[src/rtl/vend_pkg.sv]
// Shared types and sizes for the vending machine dispense path.
package vend_pkg;

  localparam int unsigned NUM_SLOTS = 8;
  localparam int unsigned SLOT_W    = 3;

  typedef enum logic [1:0] {
    IDLE     = 2'd0,
    DRIVE    = 2'd1,
    COOLDOWN = 2'd2
  } state_t;

endpackage

[src/rtl/dispense_scheduler_rr_pick8.sv]
// Combinational round-robin picker: first set request bit at or after ptr, wrapping mod 8.
module rr_pick8
  import vend_pkg::*;
(
  input  logic [NUM_SLOTS-1:0] req,
  input  logic [SLOT_W-1:0]    ptr,
  output logic                 valid,
  output logic [SLOT_W-1:0]    idx
);

  // Scan offsets from farthest to nearest so the closest set bit to ptr wins.
  always_comb begin
    valid = |req;
    idx   = ptr;
    for (int i = int'(NUM_SLOTS) - 1; i >= 0; i--) begin
      if (req[ptr + SLOT_W'(i)]) begin
        idx = ptr + SLOT_W'(i);
      end
    end
  end

endmodule

[src/rtl/dispense_scheduler.sv]
// Round-robin sequencer for the 8 dispense motors: one fixed-length pulse at a time,
// followed by a forced cooldown; inhibit blocks grants and aborts an active pulse.
module dispense_scheduler
  import vend_pkg::*;
#(
  parameter int unsigned PULSE_CYCLES    = 16,
  parameter int unsigned COOLDOWN_CYCLES = 4
) (
  input  logic                 clk,
  input  logic                 rst_n,
  input  logic [NUM_SLOTS-1:0] req,
  input  logic                 inhibit,
  output logic [SLOT_W-1:0]    dec_sel,
  output logic                 dec_en,
  output logic [NUM_SLOTS-1:0] ack,
  output logic                 busy,
  output logic [SLOT_W-1:0]    last_slot
);

  localparam int unsigned CNT_MAX = (PULSE_CYCLES > COOLDOWN_CYCLES) ? PULSE_CYCLES
                                                                       : COOLDOWN_CYCLES;
  localparam int unsigned CNT_W   = $clog2(CNT_MAX + 1);

  state_t               state, state_nxt;
  logic [CNT_W-1:0]     cnt, cnt_nxt;
  logic [SLOT_W-1:0]    ptr, ptr_nxt;
  logic [SLOT_W-1:0]    sel_nxt;
  logic [SLOT_W-1:0]    last_nxt;
  logic                 en_nxt;
  logic                 busy_nxt;
  logic [NUM_SLOTS-1:0] ack_nxt;
  logic                 pick_valid;
  logic [SLOT_W-1:0]    pick_idx;

  rr_pick8 u_pick (
    .req   (req),
    .ptr   (ptr),
    .valid (pick_valid),
    .idx   (pick_idx)
  );

  always_ff @(posedge clk or negedge rst_n) begin
    if (!rst_n) begin
      state     <= IDLE;
      cnt       <= '0;
      ptr       <= '0;
      dec_sel   <= '0;
      dec_en    <= 1'b0;
      ack       <= '0;
      busy      <= 1'b0;
      last_slot <= '0;
    end else begin
      state     <= state_nxt;
      cnt       <= cnt_nxt;
      ptr       <= ptr_nxt;
      dec_sel   <= sel_nxt;
      dec_en    <= en_nxt;
      ack       <= ack_nxt;
      busy      <= busy_nxt;
      last_slot <= last_nxt;
    end
  end

  // Outputs are computed as next-state values so every port comes straight from a flop.
  always_comb begin
    state_nxt = state;
    cnt_nxt   = cnt;
    ptr_nxt   = ptr;
    sel_nxt   = dec_sel;
    last_nxt  = last_slot;
    en_nxt    = 1'b0;
    ack_nxt   = '0;

    case (state)
      IDLE: begin
        if (pick_valid && !inhibit) begin
          state_nxt = DRIVE;
          sel_nxt   = pick_idx;
          cnt_nxt   = '0;
          en_nxt    = 1'b1;
        end
      end
      DRIVE: begin
        // Inhibit wins over completion, so an abort never produces an ack.
        if (inhibit) begin
          state_nxt = COOLDOWN;
          cnt_nxt   = '0;
        end else if (cnt == CNT_W'(PULSE_CYCLES - 1)) begin
          state_nxt = COOLDOWN;
          cnt_nxt   = '0;
          ack_nxt   = NUM_SLOTS'(1) << dec_sel;
          last_nxt  = dec_sel;
          ptr_nxt   = dec_sel + SLOT_W'(1);
        end else begin
          cnt_nxt   = cnt + CNT_W'(1);
          en_nxt    = 1'b1;
        end
      end
      COOLDOWN: begin
        if (cnt == CNT_W'(COOLDOWN_CYCLES - 1)) begin
          state_nxt = IDLE;
          cnt_nxt   = '0;
        end else begin
          cnt_nxt   = cnt + CNT_W'(1);
        end
      end
      default: begin
        state_nxt = IDLE;
        cnt_nxt   = '0;
      end
    endcase

    busy_nxt = (state_nxt != IDLE);
  end

endmodule

[config.mk]
export PLATFORM = sky130hd
export DESIGN_NAME = dispense_scheduler
export DESIGN_NICKNAME = d
export VERILOG_FILES = /design/src/rtl/vend_pkg.sv /design/src/rtl/dispense_scheduler_rr_pick8.sv /design/src/rtl/dispense_scheduler.sv
export SDC_FILE = /design/constraint.sdc
export NUM_CORES = 1
export LEC_CHECK = 0
export CORE_MARGIN = 4
export CORE_UTILIZATION = 47
export CTS_BUF_LIST = sky130_fd_sc_hd__clkbuf_2 sky130_fd_sc_hd__clkbuf_4 sky130_fd_sc_hd__clkbuf_8
export DETAILED_ROUTE_END_ITERATION = 8
export PLACE_DENSITY = 0.67
export SYNTH_ARGS = -nofsm -noshare
export SYNTH_HDL_FRONTEND = slang
export SYNTH_SLANG_ARGS = --single-unit
[constraint.sdc]
create_clock -name clk -period 3.8 [get_ports clk]
set_clock_uncertainty 0.15 [all_clocks]
set_input_delay 0.38 -clock clk [delete_from_list [all_inputs] [get_ports clk]]
set_output_delay 0.38 -clock clk [all_outputs]
set_load 0.03 [all_outputs]
### After elaboration in Yosys (flattened, before gate mapping)

Index checks and enable logic that the tools add are counted.

| word-level totals | value |
|---|---|
| bits in registers | 26 |
| bits in latches | 0 |
| RAM bits | 0 |
| ROM bits | 0 |
| output and inout bits | 16 |
| logic and storage cells | 80 |
| memories | 0 |

| operators by class | value |
|---|---|
| add/sub/neg operators | 9 |
| $mul | 0 |
| divide/modulo/power cells | 0 |
| magnitude comparators | 8 |
| equality and inequality tests | 5 |
| shift operators | 1 |
| multiplexer cells | 41 |
| bitwise logic cells | 1 |
| reductions and logical operators | 7 |

Operator list:

| kind | count |
|---|---|
| less-than comparator 3 x 4 -> 1 bit, second input constant | 8 |
| binary-select mux 1 bit (select 3 bit) | 8 |
| 2-to-1 mux 3 bit | 8 |
| 2-to-1 mux 8 bit | 3 |
| 2-to-1 mux 5 bit | 4 |
| one-hot mux 5 bit (3 select lines) | 1 |
| adder 3 bit, second input constant | 4 |
| 2-to-1 mux 1 bit | 11 |
| 2-to-1 mux 2 bit | 4 |
| OR reduction 8 bit | 1 |
| << shifter 1 x 3 -> 8 bit, first input constant | 1 |
| adder 3 x 1 -> 3 bit, second input constant | 2 |
| adder 3 x 2 -> 3 bit, second input constant | 2 |
| one-hot mux 2 bit (3 select lines) | 1 |
| adder 5 x 1 -> 5 bit, second input constant | 1 |
| == test 5 x 2 -> 1 bit, second input constant | 1 |
| == test 5 x 4 -> 1 bit, second input constant | 1 |
| AND reduction 3 bit | 1 |
| == test 2 x 1 -> 1 bit, second input constant | 1 |
| == test 2 bit, second input constant | 1 |
| zero test 2 bit | 1 |
| inequality test 2 bit, second input constant | 1 |
| one-hot mux 1 bit (2 select lines) | 1 |
| AND reduction 2 bit | 1 |
| 4 further kinds | 4 |

### Logic depth before layout (Yosys ltp)

Gate-level depths: netlist (run 1).

| depth | value |
|---|---|
| word-level depth | 11 |
| depth in mapped cells | 11 |

### Hierarchy

Synthesis (run 1) repeated with hierarchy kept, for this count alone.

| second synthesis, totals | value |
|---|---|
| cells, all modules | 204 |
| area, all modules | 2108.3 µm² |

By module, submodules not included:

| module | times used | cells each | area each (µm²) | seq. area each (µm²) |
|---|---|---|---|---|
| dispense_scheduler | 1 | 110 | 1233.7 | 650.6 |
| rr_pick8 | 1 | 94 | 874.6 | 0.0 |

### Least setup slack after synthesis (run 1)

OpenSTA, ideal clock, no wires.

| timing | value |
|---|---|
| path kind | flip-flop to flip-flop |
| start point | register ptr[0] |
| end point | register dec_sel[0] |
| setup time | 0.132 ns |
| arrival | 2.754 ns |
| required time | 3.518 ns |
| slack | 0.764 ns |
| cell stages (with the launch flop) | 12 |
| path buffers | 4 |
| period minus slack after synthesis | 3.036 ns |
| path through | dfrtp_1 > buf_6 > buf_12 > buf_2 > inv_1 > ha_1 > clkbuf_1 > mux4_2 > mux2_2 > a311oi_2 > nor3_1 > or3b_1 |

| on the way | value |
|---|---|
| cells in the longest elaborated chain, start to end | 11 |
| elaborated cells between the ends (all ways) | 31 |

Ends and longest elaborated chain:

| what | RTL line | text |
|---|---|---|
| start: declaration | dispense_scheduler.sv:26 | `logic [SLOT_W-1:0] ptr, ptr_nxt;` |
| start signal: assignment | dispense_scheduler.sv:55 | `ptr <= ptr_nxt;` |
| adder 3 bit | dispense_scheduler_rr_pick8.sv:16, dispense_scheduler_rr_pick8.sv:17 |  |
| binary-select mux 1 bit (select 3 bit) | dispense_scheduler_rr_pick8.sv:16 | `if (req[ptr + SLOT_W'(i)]) begin` |
| 2-to-1 mux 1 bit (implied by the code) | dispense_scheduler_rr_pick8.sv:16 |  |
| 2-to-1 mux 3 bit (7 in series) | dispense_scheduler_rr_pick8.sv:16 |  |
| 2-to-1 mux 3 bit (*) | dispense_scheduler_rr_pick8.sv:16 |  |
| end signal: assignment | dispense_scheduler.sv:56 | `dec_sel <= sel_nxt;` |
| end: declaration | dispense_scheduler.sv:13 | `output logic [SLOT_W-1:0] dec_sel,` |

Every way passes the cells marked *; elsewhere a longest branch is shown, timed or not. The select of a mux whose other input is x is not followed.
A chain may end at the register's enable or synchronous reset.

### Final worst setup path (run 1)

| timing | value |
|---|---|
| start point | register ptr[1] |
| end point | register dec_sel[0] |

| on the way | value |
|---|---|
| cells in the longest elaborated chain, start to end | 11 |
| elaborated cells between the ends (all ways) | 31 |

Ends and longest elaborated chain:

| what | RTL line |
|---|---|
| adder 3 bit | dispense_scheduler_rr_pick8.sv:16 |
| binary-select mux 1 bit (select 3 bit) | dispense_scheduler_rr_pick8.sv:16 |
| 2-to-1 mux 1 bit (implied by the code) | dispense_scheduler_rr_pick8.sv:16 |
| 2-to-1 mux 3 bit (7 in series) | dispense_scheduler_rr_pick8.sv:16 |
| 2-to-1 mux 3 bit (*) | dispense_scheduler_rr_pick8.sv:16 |

Marked as above.

==> metrics.md, run 1 <==
| Metric | Value |
|---|---|
| Status | complete, no violations |
| Critical Path Sink Type | flip-flop |
| Minimum clock period | 3.00 ns |
| CTS Hold Bufs | 0 |
| Root buffer cell | clkbuf_8 |
| Final Net Count | between 200 and 300 |
| Peak supply drop | approximately 160 uV |
| Max Fclk | 333 MHz |
| Clock Tree Buf Depth | 2 |
| Utilization after layout | 57.7% |
| Worst-Skew Late Latency | roughly 0.26 ns |
| Area Growth Syn to Fin | 15.9% |
| Row cnt | 23 |
| CTS tree | done |
| Critical setup path kind | flip-flop to flip-flop |
| Final estimated routing congestion in global placement | between 0.9 and 1 |
| Hold path depth | 2 |
| Port buffer count | 26 |
| CP max FO | 9 |
| Worst path arrival time | 2.99 ns |
| Max-cap violations | 0 |
| Post-CTS setup buffers | 0 |
| Wire per inst | 17.0 um |
| Post-Syn Area | 2050 um2 |
| Synthesized area per cell | ~10 um2 |
| Vias in the first global route | 1649 |
| Clk pin slew, worst setup/hold paths | 0.08 ns |
| Fraction of registers with async set/reset | 100% |
| Worst hold start | last_slot[1]$_DFFE_PN0P_ |
| Max-slew violations | 0 |
| Core area | 4120 um2 |
| Worst r2r src | ptr[1]$_DFFE_PN0P_ |
| Clk sink count | 26 |
| Vias | 1677 |
| Worst slew pin tran | 1.14 ns |
| Initial antenna violation count | 0 |
| Synth Net Count | 229 |
| Die area | 5480 um2 |
| Final hold violations | 0 |
| DR vias/cell | 6.05 |
| GR Overflow Total | 0 |
| First-pass GRT wire length | between 7 and 8 mm |
| Antenna Cells | 0 |
| CP Data Required Time | 3.79 ns |
| Setup crit start | ptr[1]$_DFFE_PN0P_ |
| Sequential area share after synthesis | 31.8% |
| Final setup viols | 0 |
| Leak pwr | 0.995 nW |
| Height of the die | 74.0 um |
| Worst min path class | flip-flop to flip-flop |
| DRT Wirelength | 4.70 mm |
| HPWL after DPL | 3.60 mm |
| Worst setup SP type | flip-flop |
| Most used DFF post-synth | dfrtp_1 |
| GRT Util Overall | 18.3% |
| Pin count of the biggest net entering global routing | 27 |
| Cells on worst reg2reg path | 7 |
| Num CTS Buffers | 3 |
| Initial Util | between 40% and 50% |
| First-pass DRT Iterations | 4 |
| Power density cells | 396 nW/um2 |
| Dpl cells | between 200 and 300 |
| Post-synthesis instance total | between 200 and 250 |
| Post-synth EDFFs | 0 |
| Final cell count without fillers | 277 |
| Synth cell types | 47 |
| Post-synthesis register bit count | 26 |
| Depth of the CTS H-tree | 1 |
| Initial detailed-routing violation count | 108 |
| Boundary Pins | 27 |
| DRT antenna net count | 0 |
| Die width | ~74 um |
| RSZ-0062 raised after global routing | false |
| Part of the cycle the worst path needs | around 79% |
| # DRC | 0 |
| Post-CTS Resized | 0 |
| Rel. slew slack | 24.0% |
| Layout cell share with drive strength beyond 1 | 12.8% |
| Setup TNS | 0 ns |
| Synth warnings | 0 |
==> flip-flops by register name, summed over array words and instances (netlist names) <==
signal / cells
ptr: 3
dec_en: 1
state: 2
ack: 8
last_slot: 3
cnt: 5
dec_sel: 3
busy: 1
==> Yosys cell counts, types with 3 or more instances <==
cell type / number / area (um2)
o211ai_1: 3 / 22.5
mux2i_1: 7 / 70.1
nor2_1: 6 / 22.5
a21oi_1: 8 / 40.0
mux2_4: 3 / 45.0
a31oi_1: 3 / 18.8
nor4_1: 3 / 18.8
ha_1: 15 / 188
nand2_1: 17 / 63.8
nor3_1: 3 / 15.0
a2111oi_0: 3 / 26.3
inv_1: 16 / 60.1
a22oi_1: 3 / 22.5
mux4_2: 11 / 248
o21ai_0: 16 / 80.1
nand3_1: 5 / 25.0
buf_2: 3 / 15.0
dfrtp_1: 26 / 651
o2bb2ai_1: 3 / 26.3
nand2b_1: 3 / 18.8
and3_1: 9 / 56.3
mux2_2: 6 / 67.6
==> through the flow <==
stage                     hold slack, ns  cell area [um2]  power (mW)  setup WS [ns]
after floorplan                  -0.0656             2050       0.638          0.764
after global placement             0.316             2330       0.771          0.841
after detailed placement           0.322             2330       0.795          0.840
after CTS                          0.339             2370       0.949          0.827
after global routing               0.383             2370        1.01          0.695
final                              0.332             2370       0.940          0.799
==> worst paths after layout <==
kind                                       endpoint  slack, ns
setup reg to reg             dec_sel[0]$_DFFE_PN0P_       0.80
hold / removal             last_slot[1]$_DFFE_PN0P_       0.33
max in group asynchronous  last_slot[1]$_DFFE_PN0P_       2.25
hold reg to reg            last_slot[1]$_DFFE_PN0P_       0.33
setup / recovery             dec_sel[0]$_DFFE_PN0P_       0.80
min in group asynchronous        cnt[0]$_DFFE_PN0P_       0.57
==> power breakdown <==
part / switching, mW / internal, mW
sequential: 0.0448 / 0.320
clock: 0.0779 / 0.0708
combinational: 0.255 / 0.172
total: 0.377 / 0.563
==> routing by layer <==
| metal | vias up | track usage [%] | wire length (um) |
|---|---|---|---|
| li1 | 811 | - | - |
| met1 | 805 | 25.0 | 2120 |
| met2 | 53 | 30.0 | 2280 |
| met3 | 8 | 0.946 | 203 |
| met4 | 0 | 8.45 | 95 |
| met5 | - | 0 | 0 |
==> kinds of logic (layout without fill, tap and decap cells) <==
group | after synthesis | count (layout) | share of synthesized area, %
buf+inv | 24 | 48 | 5.74
simple gates | 56 | 56 | 14.1
flops | 26 | 26 | 31.8
compound gates | 53 | 53 | 17.4
xor+xnor | 2 | 2 | 0.855
fa+ha+maj | 15 | 15 | 9.16
mux | 27 | 27 | 21.0
==> critical path: stages (launching register included) <==
cell,delay (ns)
dfrtp_1,0.36
clkinv_1,0.24
ha_1,0.56
mux4_2,0.44
mux2_2,0.34
a311oi_2,0.32
nor3_1,0.11
or3b_1,0.37
==> layout make-up <==
cell class	count	area, um2
Fill cell	355	1740
Multi-Input combinational cell	153	1280
Sequential cell	26	651
Timing Repair Buffer	28	275
Inverter	17	63.8
Tap cell	50	62.6
Clock buffer	3	41.3
==> placed cells by master (no fill, tap or decap), drive strengths merged, types with 8 or more instances in the layout <==
cell           synthesis  final
dfrtp                 26     26
clkdlybuf4s50          0     26
nand2                 17     17
inv                   16     16
o21ai                 16     16
ha                    15     15
mux4                  11     11
and3                   9      9
mux2                   9      9
a21oi                  8      8
(Power assumes the default switching activity.)
==> inputs of run 2 (changes only) <==
PLACE_DENSITY = 0.69   (was 0.67)
clock period = 2.6 ns   (was 3.8 ns; I/O delays follow)
==> run 2 against run 1 <==
Critical path depth rose by 1. Die area unchanged. Non-clock buffer count increased by 20. Setup slack worse by 0.75 ns. Fmax increased by 18%. Largest power group unchanged.
==> metrics.md, run 2 (same netlist as run 1, synthesis figures left out) <==
| Metric | Value |
|---|---|
| Pin count of the biggest net entering global routing | 27 (unchanged) |
| GRT Util Overall | 17.2% (was 18.3%) |
| Area of the multi-input gates | 1320 um2 (was 1280 um2) |
| Area Growth Syn to Fin | 27.4% (was 15.9%) |
| Sequential cell area | 652 um2 (was 651 um2) |
| Power density cells | 548 nW/um2 (was 396 nW/um2) |
| Switching pwr | 0.551 mW (was 0.377 mW) |
| Max Fclk | 392 MHz (was 333 MHz) |
| Num CTS Buffers | 3 (unchanged) |
| Layout cell share with drive strength beyond 1 | 22.6% (was 12.8%) |
| CP Data Required Time | 2.59 ns (was 3.79 ns) |
| Status | complete, no violations (unchanged) |
| # DRC | 0 (unchanged) |
| Utilization after layout | 63.4% (was 57.7%) |
| Core area | 4120 um2 (unchanged) |
| Internal power | 0.879 mW (was 0.563 mW) |
| Sw Ratio | 38.5% (was 40.1%) |
| Port buffer count | 26 (unchanged) |
| Boundary Pins | 27 (unchanged) |
| Critical setup path kind | flip-flop to flip-flop (unchanged) |
| Biggest register | ack (unchanged) |
| Row cnt | 23 (unchanged) |
| Initial antenna violation count | 0 (unchanged) |
| Depth of the CTS H-tree | 1 (unchanged) |
| Part of the cycle the worst path needs | 98.2% (was 79.0%) |
| Worst setup SP type | flip-flop (unchanged) |
| Max-slew violations | 0 (unchanged) |
| Final WS setup | 0.0460 ns (was 0.799 ns) |
| Post-Place Worst Slack | -0.0346 ns (was 0.840 ns) |
| Sequential Power Share | 37.4% (was 38.8%) |
| CP Buf/Inv Count | 2 (was 1) |
| WP depth | 8 (was 7) |
| Final estimated routing congestion in global placement | 0.928 (was 0.911) |
| Largest register FFs | 8 (unchanged) |
| First-pass DRT Iterations | 4 (unchanged) |
| Wire per inst | 15.4 um (was 17.0 um) |
| Critical path's top delay family | multiplexers (unchanged) |
| Registers with the most flip-flops | ack: 8 flops, cnt: 5 flops (unchanged) |
| Clock Power Share | 17.9% (was 15.8%) |
| Root buffer cell | clkbuf_8 (unchanged) |
| Most frequent cells in the layout | clkdlybuf4s50_1, dfrtp_1, buf_4 (was dfrtp_1, clkdlybuf4s50_1, nand2_1) |
| Cells on worst reg2reg path | 8 (was 7) |
| GR Overflow Total | 0 (unchanged) |
| Final cell count without fillers | 298 (was 277) |
| Clk pin slew, worst setup/hold paths | 0.09 ns (was 0.08 ns) |
| Clk sink count | 26 (unchanged) |
| Worst min path class | primary input to async pin (was flip-flop to flip-flop) |
| Vias | 1734 (was 1677) |
| Die width | 74.0 um (unchanged) |
| Final Net Count | 275 (was 255) |
| Height of the die | 74.0 um (unchanged) |
| Antenna Cells | 0 (unchanged) |
| Vias in the first global route | 1676 (was 1649) |
| Initial detailed-routing violation count | 89 (was 108) |
| Critical Path Sink Type | flip-flop (unchanged) |
| Setup TNS | 0 ns (unchanged) |
| Max stage delay cell, worst path | dfrtp_2 (was ha_1) |
| Final setup viols | 0 (unchanged) |
| Dpl cells | 291 (was 274) |
| Max-cap violations | 0 (unchanged) |
| First-pass GRT wire length | 7.40 mm (was 7.92 mm) |
| Peak supply drop | 290 uV (was 156 uV) |
| Rel. slew slack | 67.1% (was 24.0%) |
| HPWL after DPL | 3.50 mm (was 3.60 mm) |
| DR vias/cell | 5.82 (was 6.05) |
| Clock Tree Buf Depth | 2 (unchanged) |
| Worst-Skew Late Latency | 0.26 ns (about the same) |
| Crit path largest cell delay | 0.39 ns (was 0.56 ns) |
| Die area | 5480 um2 (unchanged) |
| CP max FO | 12 (was 9) |
| Worst slew pin tran | 0.481 ns (was 1.14 ns) |
| Worst path arrival time | 2.55 ns (was 2.99 ns) |
| Worst hold-check slack | 0.197 ns (was 0.332 ns) |
| CTS tree | done (unchanged) |
| DRT antenna net count | 0 (unchanged) |
| Combinational power share | 44.7% (was 45.4%) |
| Fill cells | 352 (was 355) |
| RSZ-0062 raised after global routing | true (was false) |
| Initial Util | 49.8% (unchanged) |
| Most common library cell in the layout ignoring fill and taps | clkdlybuf4s50_1 |
| Leak pwr | 1.11 nW (was 0.995 nW) |
| Final hold violations | 0 (unchanged) |
| CP cell instances | buf_12, inv_4, ha_4, mux4_2, mux2_4, a311oi_2, nor3_1, or3b_1 (was clkinv_1, ha_1, mux4_2, mux2_2, a311oi_2, nor3_1, or3b_1) |
| Minimum clock period | 2.55 ns (was 3.00 ns) |
| DRT Wirelength | 4.60 mm (was 4.70 mm) |
[run 2: cell types whose count changed in the layout (fill, tap and decap cells not counted), sizes merged]
cell / previous run / this run
buf: 2 / 21
clkbuf: 3 / 5
[run 2: layout make-up]
class	count	area share [%]
multi-input cells	153	50.5
clock buffers	4	2.11
inverters	17	2.54
well taps	50	2.40
repair buffers	48	17.5
flip-flops and latches	26	25.0
[run 2: power by group through the flow]
stage,combinational (mW),clock (mW),sequential [mW]
final,0.639,0.256,0.535
after global routing,0.713,0.286,0.547
after CTS,0.637,0.265,0.536
after detailed placement,0.634,0,0.544
after global placement,0.622,0,0.543
after floorplan,0.326,0,0.607
[run 2: per-stage QoR]
step / power [mW] / instance area [um2]
global route: 1.55 / 2610
floorplan: 0.933 / 2090
global placement: 1.16 / 2490
detailed placement: 1.18 / 2490
finish: 1.43 / 2610
CTS: 1.44 / 2550
[run 2: what timing repair did]
action / CTS / global route
endpoints found under the setup margin: 0 / 3
setup buffers: 0 / 2
hold buffers: 0 / 0
gates resized for setup: 0 / 4
[run 2: worst reg2reg max path, delay by kind of cell, from the launching register on]
family | cells | cell delay [ns]
multiplexers | 2 | 0.66
flip-flops | 1 | 0.39
AO/OA/AOI/OAI | 1 | 0.29
adder cells (fa/ha/maj) | 1 | 0.32
AND/OR/NAND/NOR | 2 | 0.44
buffers and inverters | 2 | 0.19
[run 2: worst paths after layout]
path                                          start                        to  slack (ns)
hold / removal                                rst_n        cnt[0]$_DFFE_PN0P_        0.20
min in group clk           last_slot[0]$_DFFE_PN0P_  last_slot[0]$_DFFE_PN0P_        0.34
setup reg to reg                 ptr[0]$_DFFE_PN0P_    dec_sel[0]$_DFFE_PN0P_        0.05
max in group asynchronous                     rst_n        ptr[0]$_DFFE_PN0P_        1.82
setup / recovery                 ptr[0]$_DFFE_PN0P_    dec_sel[0]$_DFFE_PN0P_        0.05
hold reg to reg            last_slot[0]$_DFFE_PN0P_  last_slot[0]$_DFFE_PN0P_        0.34
[run 2: layer usage]
| layer | GRT usage, % | part of all wire [%] | vias to the layer above |
|---|---|---|---|
| li1 | - | - | 847 |
| met1 | 22.3 | 46 | 834 |
| met2 | 29.9 | 48 | 47 |
| met3 | 1.76 | 4.2 | 6 |
| met4 | 5.84 | 1.8 | 0 |
| met5 | 0 | 0 | - |
==> inputs of run 3 (changes only) <==
CORE_MARGIN = 2   (was 4)
==> run 3 against run 2 <==
Power decreased by 3.1%. Sequential power about the same. Clock power decreased by 14%. Global-route usage increased by 1.8 points. Cell area decreased by 1.3%. Count of clock-buffer cells in the layout decreased by 1. Utilization decreased by 3.0 points. Combinational power decreased by 1%.
==> metrics.md, run 3 (same netlist as run 1, synthesis figures left out) <==
| Metric | Value |
|---|---|
| Clk sink count | 26 (unchanged) |
| Rel. slew slack | 65.5% (was 67.1%) |
| Part of the cycle the worst path needs | 96.3% (was 98.2%) |
| Worst setup SP type | flip-flop (unchanged) |
| CTS Hold Bufs | 0 (unchanged) |
| Crit path largest cell delay | 0.55 ns (was 0.39 ns) |
| Boundary Pins | 27 (unchanged) |
| Largest register FFs | 8 (unchanged) |
| Cells on worst reg2reg path | 8 (unchanged) |
| Reg2reg end | dec_sel[0]$_DFFE_PN0P_ (unchanged) |
| Depth of the CTS H-tree | 1 (unchanged) |
| Critical path's top delay family | multiplexers (unchanged) |
| Max-slew violations | 0 (unchanged) |
| CP cell instances | buf_12, inv_4, ha_4, inv_1, mux4_2, a311oi_2, nor3_1, or3b_1 (was buf_12, inv_4, ha_4, mux4_2, mux2_4, a311oi_2, nor3_1, or3b_1) |
| Num CTS Buffers | 3 (unchanged) |
| Initial Util | 48.0% (was 49.8%) |
| Placement Cell Area | 2490 um2 (about the same) |
| CP Data Required Time | 2.60 ns (was 2.59 ns) |
| Leak pwr | 1.10 nW (was 1.11 nW) |
| Power density cells | 538 nW/um2 (was 548 nW/um2) |
| Worst path arrival time | 2.50 ns (was 2.55 ns) |
| CP max FO | 11 (was 12) |
| Minimum clock period | 2.50 ns (was 2.55 ns) |
| Fin area | 2570 um2 (was 2610 um2) |
| Row cnt | 24 (was 23) |
| Final estimated routing congestion in global placement | 0.794 (was 0.928) |
| Registers with the most flip-flops | ack: 8 flops, cnt: 5 flops (unchanged) |
| Critical setup path kind | flip-flop to flip-flop (unchanged) |
| Worst r2r src | ptr[0]$_DFFE_PN0P_ (unchanged) |
| Final WS setup | 0.0965 ns (was 0.0460 ns) |
| Clock Tree Buf Depth | 2 (unchanged) |
| Pin count of the biggest net entering global routing | 27 (unchanged) |
| Worst-Skew Late Latency | 0.26 ns (about the same) |
| Layout cell share with drive strength beyond 1 | 21.1% (was 22.6%) |
| Area of the multi-input gates | 1310 um2 (was 1320 um2) |
| Max stage delay cell, worst path | mux4_2 (was dfrtp_2) |
| Final Net Count | 274 (was 275) |
| DRT antenna net count | 0 (unchanged) |
| CP Buf/Inv Count | 3 (was 2) |
| DRT Wirelength | 4.48 mm (was 4.60 mm) |
| First-pass DRT Iterations | 4 (unchanged) |
| Max Fclk | 399 MHz (was 392 MHz) |
| Fill cells | 405 (was 352) |
| Post-Place Worst Slack | -0.0504 ns (was -0.0346 ns) |
| Vias | 1722 (was 1734) |
| DR vias/cell | 5.78 (was 5.82) |
| Final cell count without fillers | 298 (unchanged) |
| Most frequent cells in the layout | clkdlybuf4s50_1, dfrtp_1, buf_4 (unchanged) |
| Final hold violations | 0 (unchanged) |
| Clk pin slew, worst setup/hold paths | 0.08 ns (was 0.09 ns) |
| HPWL after DPL | 3.40 mm (was 3.50 mm) |
| Biggest register | ack (unchanged) |
| Most common library cell in the layout ignoring fill and taps | clkdlybuf4s50_1 (unchanged) |
| First-pass GRT wire length | 7.62 mm (was 7.40 mm) |
| GRT Util Overall | 19.0% (was 17.2%) |
| Area Growth Syn to Fin | 25.7% (was 27.4%) |
| WP depth | 8 (unchanged) |
| Die area | 4900 um2 (was 5480 um2) |
| CTS tree | done (unchanged) |
| Worst reg-to-reg setup slack | 0.1 ns (was 0.05 ns) |
| Wire per inst | 15.0 um (was 15.4 um) |
| Final setup viols | 0 (unchanged) |
| Worst slew pin tran | 0.515 ns (was 0.481 ns) |
| # DRC | 0 (unchanged) |
| Core area | 4260 um2 (was 4120 um2) |
| Antenna Cells | 0 (unchanged) |
| Height of the die | 70.0 um (was 74.0 um) |
| Worst min path class | primary input to async pin (unchanged) |
| Vias in the first global route | 1667 (was 1676) |
| Port buffer count | 26 (unchanged) |
| Die width | 70.0 um (was 74.0 um) |
| GR Overflow Total | 0 (unchanged) |
| Sequential cell area | 652 um2 (unchanged) |
| Peak supply drop | 236 uV (was 290 uV) |
| Status | complete, no violations (unchanged) |
| Dpl cells | 292 (was 291) |
| Initial detailed-routing violation count | 140 (was 89) |
| Root buffer cell | clkbuf_8 (unchanged) |
| Critical Path Sink Type | flip-flop (unchanged) |
| Initial antenna violation count | 0 (unchanged) |
| Max-cap violations | 0 (unchanged) |
-- run 3: layout make-up --
type / instances / area share (%)
Clock buffer: 3 / 1.60
Inverter: 17 / 2.58
Multi-Input combinational cell: 153 / 50.7
Sequential cell: 26 / 25.3
Tap cell: 52 / 2.53
Timing Repair Buffer: 47 / 17.3
-- run 3: what timing repair did --
action / CTS / global route
setup buffers: 0 / 2
setup endpoints to repair: 0 / 3
resized for setup: 0 / 3
-- run 3: how the worst max path moves through the flow --
stage	startpoint	endpoint
after floorplan	ptr[0]$_DFFE_PN0P_	dec_sel[0]$_DFFE_PN0P_
after global placement	req[4]	dec_sel[0]$_DFFE_PN0P_
after detailed placement	req[3]	dec_sel[0]$_DFFE_PN0P_
after CTS	ptr[0]$_DFFE_PN0P_	dec_sel[0]$_DFFE_PN0P_
after global routing	ptr[0]$_DFFE_PN0P_	dec_sel[2]$_DFFE_PN0P_
final	ptr[0]$_DFFE_PN0P_	dec_sel[0]$_DFFE_PN0P_
-- run 3: power by group --
part	switching [mW]	total, mW	internal, mW
Clock	0.116	0.219	0.104
Combinational	0.357	0.632	0.275
Sequential	0.0657	0.534	0.468
-- run 3: metrics by stage --
step           power [mW]  utilization [%]  hold slack [ns]  setup TNS [ns]
6_report             1.38             60.4            0.204               0
5_1_grt              1.50             60.4            0.257         -0.0144
4_1_cts              1.40             59.4            0.210               0
3_5_place_dp         1.18             58.4            0.329         -0.0617
3_3_place_gp         1.16             58.4            0.317         -0.0122
2_1_floorplan       0.933                -           -0.186          -0.125
-- run 3: layer usage --
| metal | GRT usage (%) | wire length (um) |
|---|---|---|
| met2 | 32.7 | 2220 |
| met1 | 26.2 | 2060 |
| met3 | 0.866 | 115 |
| met5 | 0 | 0 |
| met4 | 5.56 | 85 |
